**src/rtl/reg_bus_arbiter.sv**
```systemverilog
// reg_bus_arbiter
//
// Shares the peripheral register bus between the CPU register port and a
// secondary requester (sprite/DMA loader). The CPU cannot stall, so it always
// owns the bus when it is active; the secondary port is granted only on
// cycles the CPU leaves idle. With GATE_VBLANK set, secondary writes are
// granted only during vertical blank. Read data is routed back to whichever
// port issued the read, using a tag pipeline as deep as the peripheral read
// latency.
//
// Ports:
//   clk, reset_n                 clock, asynchronous active-low reset
//   cpu_index_i / cpu_read_i / cpu_write_i / cpu_write_value_i
//                                CPU register access (never stalled)
//   cpu_read_value_o             CPU read data; same timing as a direct wire
//   dma_req_i / dma_we_i / dma_index_i / dma_write_value_i
//                                secondary request fields
//   dma_ack_o                    secondary request is on the bus this cycle
//   dma_read_valid_o / dma_read_value_o
//                                one-cycle pulse with secondary read data
//   in_vblank_i                  vertical-blank flag from display controller
//   bus_index_o / bus_read_o / bus_write_o / bus_write_value_o
//                                muxed register bus towards the peripherals
//   bus_read_value_i             read data from the peripheral read mux
//
// Secondary handshake: the requester raises dma_req_i with dma_we_i,
// dma_index_i and dma_write_value_i stable and keeps them so until it sees
// dma_ack_o=1. dma_ack_o is combinational and high on exactly the cycle the
// request is driven onto the bus; the transfer completes on that cycle. The
// requester may change or drop the request on the following cycle, or
// present a new one, so back-to-back acks are possible.

module reg_bus_arbiter #(
  parameter int INDEX_WIDTH  = 7,
  parameter int DATA_WIDTH   = 16,
  parameter int READ_LATENCY = 1,   // legal range 1..4
  parameter bit GATE_VBLANK  = 1'b1
) (
  input  logic                   clk,
  input  logic                   reset_n,

  input  logic [INDEX_WIDTH-1:0] cpu_index_i,
  input  logic                   cpu_read_i,
  input  logic                   cpu_write_i,
  input  logic [DATA_WIDTH-1:0]  cpu_write_value_i,
  output logic [DATA_WIDTH-1:0]  cpu_read_value_o,

  input  logic                   dma_req_i,
  input  logic                   dma_we_i,
  input  logic [INDEX_WIDTH-1:0] dma_index_i,
  input  logic [DATA_WIDTH-1:0]  dma_write_value_i,
  output logic                   dma_ack_o,
  output logic                   dma_read_valid_o,
  output logic [DATA_WIDTH-1:0]  dma_read_value_o,

  input  logic                   in_vblank_i,

  output logic [INDEX_WIDTH-1:0] bus_index_o,
  output logic                   bus_read_o,
  output logic                   bus_write_o,
  output logic [DATA_WIDTH-1:0]  bus_write_value_o,
  input  logic [DATA_WIDTH-1:0]  bus_read_value_i
);

  typedef enum logic [1:0] {
    TAG_NONE = 2'd0,
    TAG_CPU  = 2'd1,
    TAG_DMA  = 2'd2
  } tag_e;

  logic cpu_active;
  logic gate_open;
  logic dma_ok;

  assign cpu_active = cpu_read_i | cpu_write_i;
  // Reads are never gated; only writes wait for vblank when gating is on.
  assign gate_open  = ~GATE_VBLANK | in_vblank_i;
  assign dma_ok     = dma_req_i & ~cpu_active & (~dma_we_i | gate_open);
  assign dma_ack_o  = dma_ok;

  // Bus mux: CPU first, then the secondary port, otherwise an idle bus.
  always_comb begin
    bus_index_o       = '0;
    bus_read_o        = 1'b0;
    bus_write_o       = 1'b0;
    bus_write_value_o = '0;
    if (cpu_active) begin
      bus_index_o       = cpu_index_i;
      bus_read_o        = cpu_read_i;
      bus_write_o       = cpu_write_i;
      bus_write_value_o = cpu_write_value_i;
    end else if (dma_ok) begin
      bus_index_o       = dma_index_i;
      bus_read_o        = ~dma_we_i;
      bus_write_o       = dma_we_i;
      bus_write_value_o = dma_write_value_i;
    end
  end

  // Tag pipeline: one entry per cycle, so any number of reads can be in
  // flight. The tail entry names the owner of bus_read_value_i this cycle.
  tag_e tag_q [READ_LATENCY];
  tag_e tag_entry;
  tag_e tag_tail;

  always_comb begin
    tag_entry = TAG_NONE;
    if (cpu_read_i) begin
      tag_entry = TAG_CPU;
    end else if (dma_ok && !dma_we_i) begin
      tag_entry = TAG_DMA;
    end
  end

  assign tag_tail = tag_q[READ_LATENCY-1];

  logic [DATA_WIDTH-1:0] cpu_hold_q, cpu_hold_d;
  logic [DATA_WIDTH-1:0] dma_value_q, dma_value_d;
  logic                  dma_valid_q, dma_valid_d;

  always_comb begin
    cpu_hold_d  = cpu_hold_q;
    dma_value_d = dma_value_q;
    dma_valid_d = 1'b0;
    if (tag_tail == TAG_CPU) begin
      cpu_hold_d = bus_read_value_i;
    end
    if (tag_tail == TAG_DMA) begin
      dma_value_d = bus_read_value_i;
      dma_valid_d = 1'b1;
    end
  end

  // The CPU sees returning data on the same cycle it arrives (as if wired
  // straight to the peripheral mux) and the held copy otherwise.
  assign cpu_read_value_o = (tag_tail == TAG_CPU) ? bus_read_value_i : cpu_hold_q;
  assign dma_read_value_o = dma_value_q;
  assign dma_read_valid_o = dma_valid_q;

  always_ff @(posedge clk or negedge reset_n) begin
    if (!reset_n) begin
      for (int i = 0; i < READ_LATENCY; i++) begin
        tag_q[i] <= TAG_NONE;
      end
      cpu_hold_q  <= '0;
      dma_value_q <= '0;
      dma_valid_q <= 1'b0;
    end else begin
      tag_q[0] <= tag_entry;
      for (int i = 1; i < READ_LATENCY; i++) begin
        tag_q[i] <= tag_q[i-1];
      end
      cpu_hold_q  <= cpu_hold_d;
      dma_value_q <= dma_value_d;
      dma_valid_q <= dma_valid_d;
    end
  end

endmodule

```
**config.mk**
```make
export PLATFORM = sky130hd
export DESIGN_NAME = reg_bus_arbiter
export DESIGN_NICKNAME = d
export VERILOG_FILES = /design/src/rtl/reg_bus_arbiter.sv
export SDC_FILE = /design/constraint.sdc
export NUM_CORES = 1
export LEC_CHECK = 0
export BUFFER_PORTS_ARGS = -buffer_cell sky130_fd_sc_hd__buf_2
export CAP_MARGIN = 20
export CORE_AREA = 2 2 71 73
export DETAILED_ROUTE_END_ITERATION = 8
export DIE_AREA = 0 0 73 75
export HOLD_SLACK_MARGIN = 0.15
export PLACE_DENSITY = 0.89
export SYNTH_ARGS = -nofsm -noshare
export SYNTH_HDL_FRONTEND = slang
export SYNTH_SLANG_ARGS = --single-unit
```
**constraint.sdc**
```tcl
create_clock -name clk -period 1.6 [get_ports clk]
set_input_delay 0.16 -clock clk [delete_from_list [all_inputs] [get_ports clk]]
set_output_delay 0.16 -clock clk [all_outputs]
set_load 0.005 [all_outputs]
```
# Word level (Yosys, flattened, before mapping)

Cells that the tools add are included.

Register bits after elaboration: 35
Bits of input ports: 69
Output and inout port bits: 59
Word-level logic and storage cells: 26

Equal/unequal tests: 2
Multiplexer cells: 12
Bitwise operators: 6
Reduce and logical (&&, ||, !) cells: 2

Operator list:

| operator                                             | number |
|---|---|
| two-way mux 16 bit                                   | 3 |
| two-way mux 7 bit                                    | 2 |
| two-way mux 1 bit                                    | 5 |
| two-way mux 2 bit                                    | 2 |
| AND 1 bit                                            | 2 |
| equality test 2 x 1 -> 1 bit (second input constant) | 1 |
| equality test 2 bit (second input constant)          | 1 |
| inverter 1 bit                                       | 2 |
| bitwise OR 1 bit                                     | 2 |
| logical AND 1 bit                                    | 1 |
| logical NOT 1 bit                                    | 1 |

# Logic depth before layout (Yosys ltp)

Gate-level depths: netlist of the first run.

Word-level depth: 7
Mapped depth: 4
Gate-level depth less buffers: 2

# Worst setup path after synthesis of the first run

OpenSTA, ideal clock, no wires.

Kind: flip-flop to output port
Start: register tag_q[1] in the netlist's numbering
End: output cpu_read_value_o[10]
Arrival time: 1144 ps
Data required time: 1440 ps
Slack: 296 ps
Stages on the path, launching flop included: 5
Buffers on the path: 2
Cells stage by stage: dfrtp_1 -> nor2b_1 -> buf_2 -> buf_4 -> mux2_2

Longest elaborated chain between the ends: 2

Ends and longest elaborated chain:

| what                              | line | source |
|---|---|---|
| from (decl)                       | 102  | `tag_e tag_q [READ_LATENCY];` |
| from (signal, indexed assignment) | 151  | `tag_q[i] <= tag_q[i-1];` |
| equality test 2 x 1 -> 1 bit      | 136  | `assign cpu_read_value_o = (tag_tail == TAG_CPU) ? bus_read_value_i : cpu_hold_q;` |
| two-way mux 16 bit                | -    |  |
| to (decl)                         | 46   | `output logic [DATA_WIDTH-1:0] cpu_read_value_o,` |

Every way passes these cells.

# Final worst setup path of the first run

Start: register tag_q[1] in the netlist's numbering
End: output cpu_read_value_o[3]

Same word-level chain as after synthesis.

==> results of run 1 <==
[state kept, by name, summed over array words and instances, names as in the netlist]
register          flops
dma_read_valid_o      1
tag_q                 2
cpu_hold_q           16
dma_read_value_o     16
[final timing paths]
kind                                      from             endpoint  slack (ns)  depth (start not counted)
hold reg to reg                 cpu_hold_q[12]       cpu_hold_q[12]        0.51                          1
hold / removal             bus_read_value_i[1]        cpu_hold_q[1]        0.16                          2
min in group asynchronous              reset_n        cpu_hold_q[7]        0.48                          2
setup reg to reg                      tag_q[1]        cpu_hold_q[3]        0.25                          4
setup / recovery                      tag_q[1]  cpu_read_value_o[3]       -0.06                          4
max in group asynchronous              reset_n        cpu_hold_q[9]        0.63                          2
[critical path, delay by kind of cell (launching register included)]
family / cells / cell delay [ns]
simple gates: 1 / 0.18
flops: 1 / 0.41
buf+inv: 2 / 0.31
mux: 1 / 0.32
[power groups by stage]
stage          clock network [mW]  logic, mW  registers, mW
2_1_floorplan                   0      0.304           1.10
3_3_place_gp                    0      0.623           1.09
3_5_place_dp                    0      0.640           1.10
4_1_cts                     0.825      0.679           1.08
5_1_grt                     0.876      0.892           1.11
6_report                    0.811      0.823           1.10
[cells by family (layout without fill, tap and decap cells)]
family,after synthesis,after routing
flops,35,35
mux,32,32
buf+inv,19,168
other cells,0,2
compound gates,48,48
simple gates,30,30
[stage by stage]
step                TNS (ns)  instances  hold WS (ns)  worst slack (ns)  util [%]
finish                -0.733        369         0.162           -0.0629      66.4
global route           -1.51        368         0.150            -0.113      66.3
CTS                   -0.952        360         0.152           -0.0674      61.3
detailed placement     -1.64        335         0.269            -0.197      54.9
global placement       -1.23        335         0.263            -0.169      54.9
floorplan                  0        164        -0.136             0.296         -
[synthesized netlist by cell type]
cell / instances
mux2_2: 32
dfrtp_1: 35
nor3b_1: 1
buf_8: 1
nor2_1: 1
clkbuf_1: 7
a41o_1: 1
or2_1: 1
buf_2: 3
o31ai_2: 17
nand2_1: 23
nor2b_1: 2
buf_4: 3
o21ai_0: 24
o31ai_4: 1
buf_6: 3
o31ai_1: 5
inv_1: 2
nand2b_1: 2
[area by class of cell]
cell class | count | area, µm²
Timing Repair Buffer | 158 | 1050
Clock inverter | 2 | 35.0
Fill cell | 332 | 1570
Antenna cell | 2 | 5.00
Multi-Input combinational cell | 110 | 966
Sequential cell | 35 | 876
Clock buffer | 6 | 82.6
Tap cell | 54 | 67.6
Inverter | 2 | 7.51
[per-layer routing]
metal | routed length [µm] | vias to the layer above
met1 | 2280 | 922
met5 | 0 | -
met3 | 521 | 7
li1 | - | 884
met4 | 88 | 0
met2 | 3170 | 114
[what timing repair did]
item	CTS	global route
setup buffers	0	6
setup endpoints to repair	38	16
resized for setup	3	32
endpoints found under the hold margin	66	0
hold buffers	17	0
gates cloned	0	1
==> impl_results.md, run 1 <==
* Crit path kind: reg -> out
* Fmax achieved at 601 MHz
* Pint at 2.01 mW
* CTS Root Cell: clkbuf_8
* TritonCTS Buffers at 5
* Global-route wire length before repair at 8050 µm
* Initial antenna violation count at 2
* Worst Setup End Kind: output port
* RSZ-0062 raised after global routing: true
* Post-Synth XOR/XNOR Area at 0%
* Sink Count at 35
* Flop pwr share at 40.1%
* Peak VDD IR at 368 µV
* Period utilization at 104%
* Most Used Layer, Global Route: met2
* Die W at around 73 µm
* Max Cap Violations at 0
* Synth top area cells: dfrtp_1 (46%), mux2_2 (19%), o31ai_2 (11%)
* Sequential share of the synthesized area at approximately 46%
* CTS max path bufs at 2
* Rel. slew slack at 49.2%
* Vias per Instance at 5.22
* Clock skew at ~0.0037 ns
* Mapped Cells at 164
* GP Congestion at between 0.8 and 0.9
* Critical Path Fanout Max at 8
* Vias in the first global route at 1746
* Worst min path class: in -> reg
* Via count at 1927
* DIE AREA at 5480 µm²
* Placed instance area at 2560 µm²
* Top-area cell type share of the netlist area at between 40% and 50%
* Largest net degree at the start of global routing at 36
* Sw Share at 26.2%
* DR iter-0 viols at 92
* Largest area contributor in the netlist: dfrtp_1
* Worst slew pin tran at 0.762 ns
* Most common cell after layout, fill and taps aside: buf_2
* Post-Syn Nets at 233
* Final Cell Area at ~3100 µm²
* CTS tree: yes
* Logic pwr share at 30.1%
* Switching power at 0.715 mW
* Die height at 75 µm
* Post-synth cell types at 19
* Status: finished, violations left
* Leak at 1.56 nW
* Worst path max stage delay at around 0.41 ns
* Ys Warns at 0
* Global Route met2 Usage at between 30% and 40%
* Clk Latency, worst-skew pair at 0.28 ns
* GR Util met3 at 6.16%
* Routed Antenna Nets at 0
* Congestion Overflow GR at 0
* Most frequent cells in the layout: buf_2 (111), dfrtp_1 (35), o21ai_0 (24), nand2_1 (23)
* Synth Area in Compound Gates at 21.3%
* Gr usage total at 19.1%
* # setup viols final at 16
* Setup WS post-layout at -0.0629 ns
* Final Max Slew Viols at 0
* Row count at 25
* CP Data Required Time at 1.44 ns
* Critical Path AT at 1.50 ns
* Remaining routing DRC violations at 0
* Clk pin slew, worst setup/hold paths at 0.07 ns
* Post-Synth Adder-Cell Area at 0%
* Syn avg cell area at ~12 µm²
* Core area at 4660 µm²
* Nets at 381
* Critical path launch point type: flop
* Boundary Pins at 128
* Final wirelength at 6060 µm
* Tot Pwr at about 2.7 mW
* Number of synthesized register bits at 35
* Clock power frac at 29.7%
* Area Overhead vs Synth at 63.9%
* Slowest CP cell: dfrtp_1
* Violated checks: negative setup slack
* Fin. Hold Viols at 0
* Met1 Use GR at a little over a fifth
* Mux contribution to synthesized area at 19.1%
* # port buffers at 127
* Largest family of logic cells by synthesized area: compound AO/OA/AOI/OAI gates
* DRT Pass-1 Iters at 4
* Starting density of the core at a little over 40%
* Crit path cell chain: nor2b_4, clkbuf_16, mux2_4, buf_6
* Post-Synth Simple-Gate Area at roughly 6.8%
* Drt wl/cell at about 16 µm
* Layout cells sized above 1 at 64.2%
* Post-DP HPWL at 3830 µm
* Final period demand of the worst path at 1.66 ns
* PwrDens at roughly 880 nW/µm²
* H-tree depth at 2
* Mapped Area at 1890 µm²
Power figures use the tool's default switching activity.
==> run 2, diff against run 1 <==
--- a/config.mk
+++ b/config.mk
@@ -14,2 +14,3 @@
 export PLACE_DENSITY = 0.89
+export SLEW_MARGIN = 40
 export SYNTH_ARGS = -nofsm -noshare
==> constraint.sdc (replaced) <==
create_clock -name clk -period 1.6 [get_ports clk]
set_input_delay 0.08 -clock clk [delete_from_list [all_inputs] [get_ports clk]]
set_output_delay 0.08 -clock clk [all_outputs]
set_load 0.005 [all_outputs]
==> run 2 against run 1 <==
Against the previous run:
- register-to-register slack about the same
- sequential share of layout area increased by 0.35 points
- combinational power decreased by 2.6%
- setup slack improved by 0.087 ns
- wire length decreased by 0.63%
- largest power group unchanged
- the run now ends clean
- die area unchanged
==> impl_results.md, run 2 (synthesis results as in run 1) <==
* Fin. Hold Viols at 0 (unchanged)
* Initial antenna violation count at 0 (was 2)
* Hold slack at 0.289 ns (was 0.162 ns)
* Placed instance area at 2540 µm² (was 2560 µm²)
* Period utilization at 98.5% (was 104%)
* Post-DP HPWL at 3900 µm (was 3830 µm)
* Leak at 1.53 nW (was 1.56 nW)
* Rel. slew slack at 55.6% (was 49.2%)
* Starting density of the core at 40.5% (unchanged)
* Boundary Pins at 128 (unchanged)
* DRT Pass-1 Iters at 4 (unchanged)
* Final Max Slew Viols at 0 (unchanged)
* Status: complete, no violations (was finished, violations left)
* Layout cells sized above 1 at 63.6% (was 64.2%)
* Nets at 381 (unchanged)
* Reg-to-reg startpoint: tag_q[1] (unchanged)
* Worst R2R End: cpu_hold_q[6] (was cpu_hold_q[3])
* Setup WS post-layout at 0.0245 ns (was -0.0629 ns)
* Die W at 73 µm (unchanged)
* # setup viols final at 0 (was 16)
* Clock skew at 0.00489 ns (was 0.00367 ns)
* PwrDens at 885 nW/µm² (was 883 nW/µm²)
* CTS Root Cell: clkbuf_8 (unchanged)
* Flop pwr share at 40.4% (was 40.1%)
* DR iter-0 viols at 63 (was 92)
* Final period demand of the worst path at 1.58 ns (was 1.66 ns)
* Global-route wire length before repair at 8210 µm (was 8050 µm)
* CP Data Required Time at 1.52 ns (was 1.44 ns)
* Remaining routing DRC violations at 0 (unchanged)
* Peak VDD IR at 342 µV (was 368 µV)
* Gr usage total at 19.9% (was 19.1%)
* Sink Count at 35 (unchanged)
* Critical Path AT at 1.50 ns (about the same)
* Die height at 75 µm (unchanged)
* Most frequent cells in the layout: buf_2 (112), dfrtp_1 (35), nand2_1 (23), o21ai_0 (21), dlygate4sd3_1 (19) (was buf_2 (111), dfrtp_1 (35), o21ai_0 (24), nand2_1 (23))
* Final Cell Area at 3060 µm² (was 3090 µm²)
* Worst slew pin tran at 0.663 ns (was 0.762 ns)
* Largest net degree at the start of global routing at 36 (unchanged)
* Sw Share at 26.2% (about the same)
* GP Congestion at 0.768 (was 0.800)
* TritonCTS Buffers at 5 (unchanged)
* Row count at 25 (unchanged)
* Worst min path class: in -> async (was in -> reg)
* Logic pwr share at 29.6% (was 30.1%)
* Final wirelength at 6020 µm (was 6060 µm)
* H-tree depth at 2 (unchanged)
* Vias in the first global route at 1794 (was 1746)
* Reg2Reg Depth at 4 (unchanged)
* Crit path kind: reg -> out (unchanged)
* Area Overhead vs Synth at 61.9% (was 63.9%)
* Worst Setup End Kind: output port (unchanged)
* Congestion Overflow GR at 0 (unchanged)
* Vias per Instance at 5.14 (was 5.22)
* Drt wl/cell at 16.4 µm (about the same)
* Core area at 4660 µm² (unchanged)
* # diodes at 0 (was 2)
* Reg2Reg Setup Slack at 0.26 ns (was 0.25 ns)
* Switching power at 0.708 mW (was 0.715 mW)
* Via count at 1885 (was 1927)
* RSZ-0062 raised after global routing: true (unchanged)
* Max Cap Violations at 0 (unchanged)
* Critical Path Fanout Max at 7 (was 8)
* Clock power frac at 29.9% (was 29.7%)
* Clk pin slew, worst setup/hold paths at 0.07 ns (about the same)
* CTS max path bufs at 2 (unchanged)
* Pint at 2.00 mW (was 2.01 mW)
* Routed Antenna Nets at 0 (unchanged)
* Fmax achieved at 635 MHz (was 601 MHz)
* Clk Latency, worst-skew pair at 0.29 ns (was 0.28 ns)
* Critical path launch point type: flop (unchanged)
* CTS tree: yes (unchanged)
* # port buffers at 127 (unchanged)
* DIE AREA at 5480 µm² (unchanged)
* Pre-CTS setup slack at 0.174 ns (was -0.197 ns)
* Most common cell after layout, fill and taps aside: buf_2 (unchanged)
## run 2: worst max path at each step
| stage | from | endpoint | cells past startpoint |
|---|---|---|---|
| after floorplan | tag_q[1] | cpu_hold_q[10] | 4 |
| after global placement | dma_we_i | bus_write_value_o[11] | 5 |
| after detailed placement | dma_we_i | bus_write_value_o[15] | 5 |
| after CTS | tag_q[1] | cpu_read_value_o[12] | 4 |
| after global routing | tag_q[1] | cpu_read_value_o[10] | 4 |
| final | tag_q[1] | cpu_read_value_o[10] | 4 |
## run 2: cell type report
type,instances,area (µm²)
fill,347,1610
timing repair buffer,158,1030
multi-input combinational,110,953
sequential,35,876
clock buffer,6,82.6
tap,54,67.6
clock inverter,2,35.0
inverter,2,7.51
## run 2: worst max-delay path, cell delays in order (launching register included)
cell and delay [ns]:
dfrtp_1 0.41, nor2b_4 0.18, buf_8 0.17, mux2_4 0.33, buf_6 0.12
## run 2: power by group through the flow
stage / registers, mW / clock network [mW] / logic [mW]
detailed placement: 1.10 / 0 / 0.638
CTS: 1.08 / 0.833 / 0.698
floorplan: 1.10 / 0 / 0.304
global route: 1.11 / 0.867 / 0.865
finish: 1.09 / 0.810 / 0.802
global placement: 1.09 / 0 / 0.620
## run 2: routing by layer
| layer | part of all wire (%) | vias to the layer above | GRT usage (%) |
|---|---|---|---|
| li1 | - | 880 | - |
| met2 | 52 | 109 | 37.5 |
| met4 | 1.3 | 0 | 7.00 |
| met1 | 38 | 889 | 21.0 |
| met5 | 0 | - | 0 |
| met3 | 8.2 | 7 | 5.76 |
## run 2: metrics by stage
step / instances / total power, mW / util, % / setup TNS (ns)
after floorplan: 164 / 1.41 / - / 0
after global placement: 335 / 1.71 / 54.6 / 0
after detailed placement: 335 / 1.74 / 54.6 / 0
after CTS: 363 / 2.62 / 62.3 / -0.179
after global routing: 367 / 2.84 / 65.6 / -0.196
final: 367 / 2.71 / 65.6 / 0
## run 2: what timing repair did
action | CTS | global route
cloned | 1 | 0
hold buffers | 19 | 0
resized for setup | 12 | 26
setup endpoints to repair | 14 | 18
pin swaps | 0 | 0
setup buffers | 0 | 4
hold endpoints to repair | 69 | 0
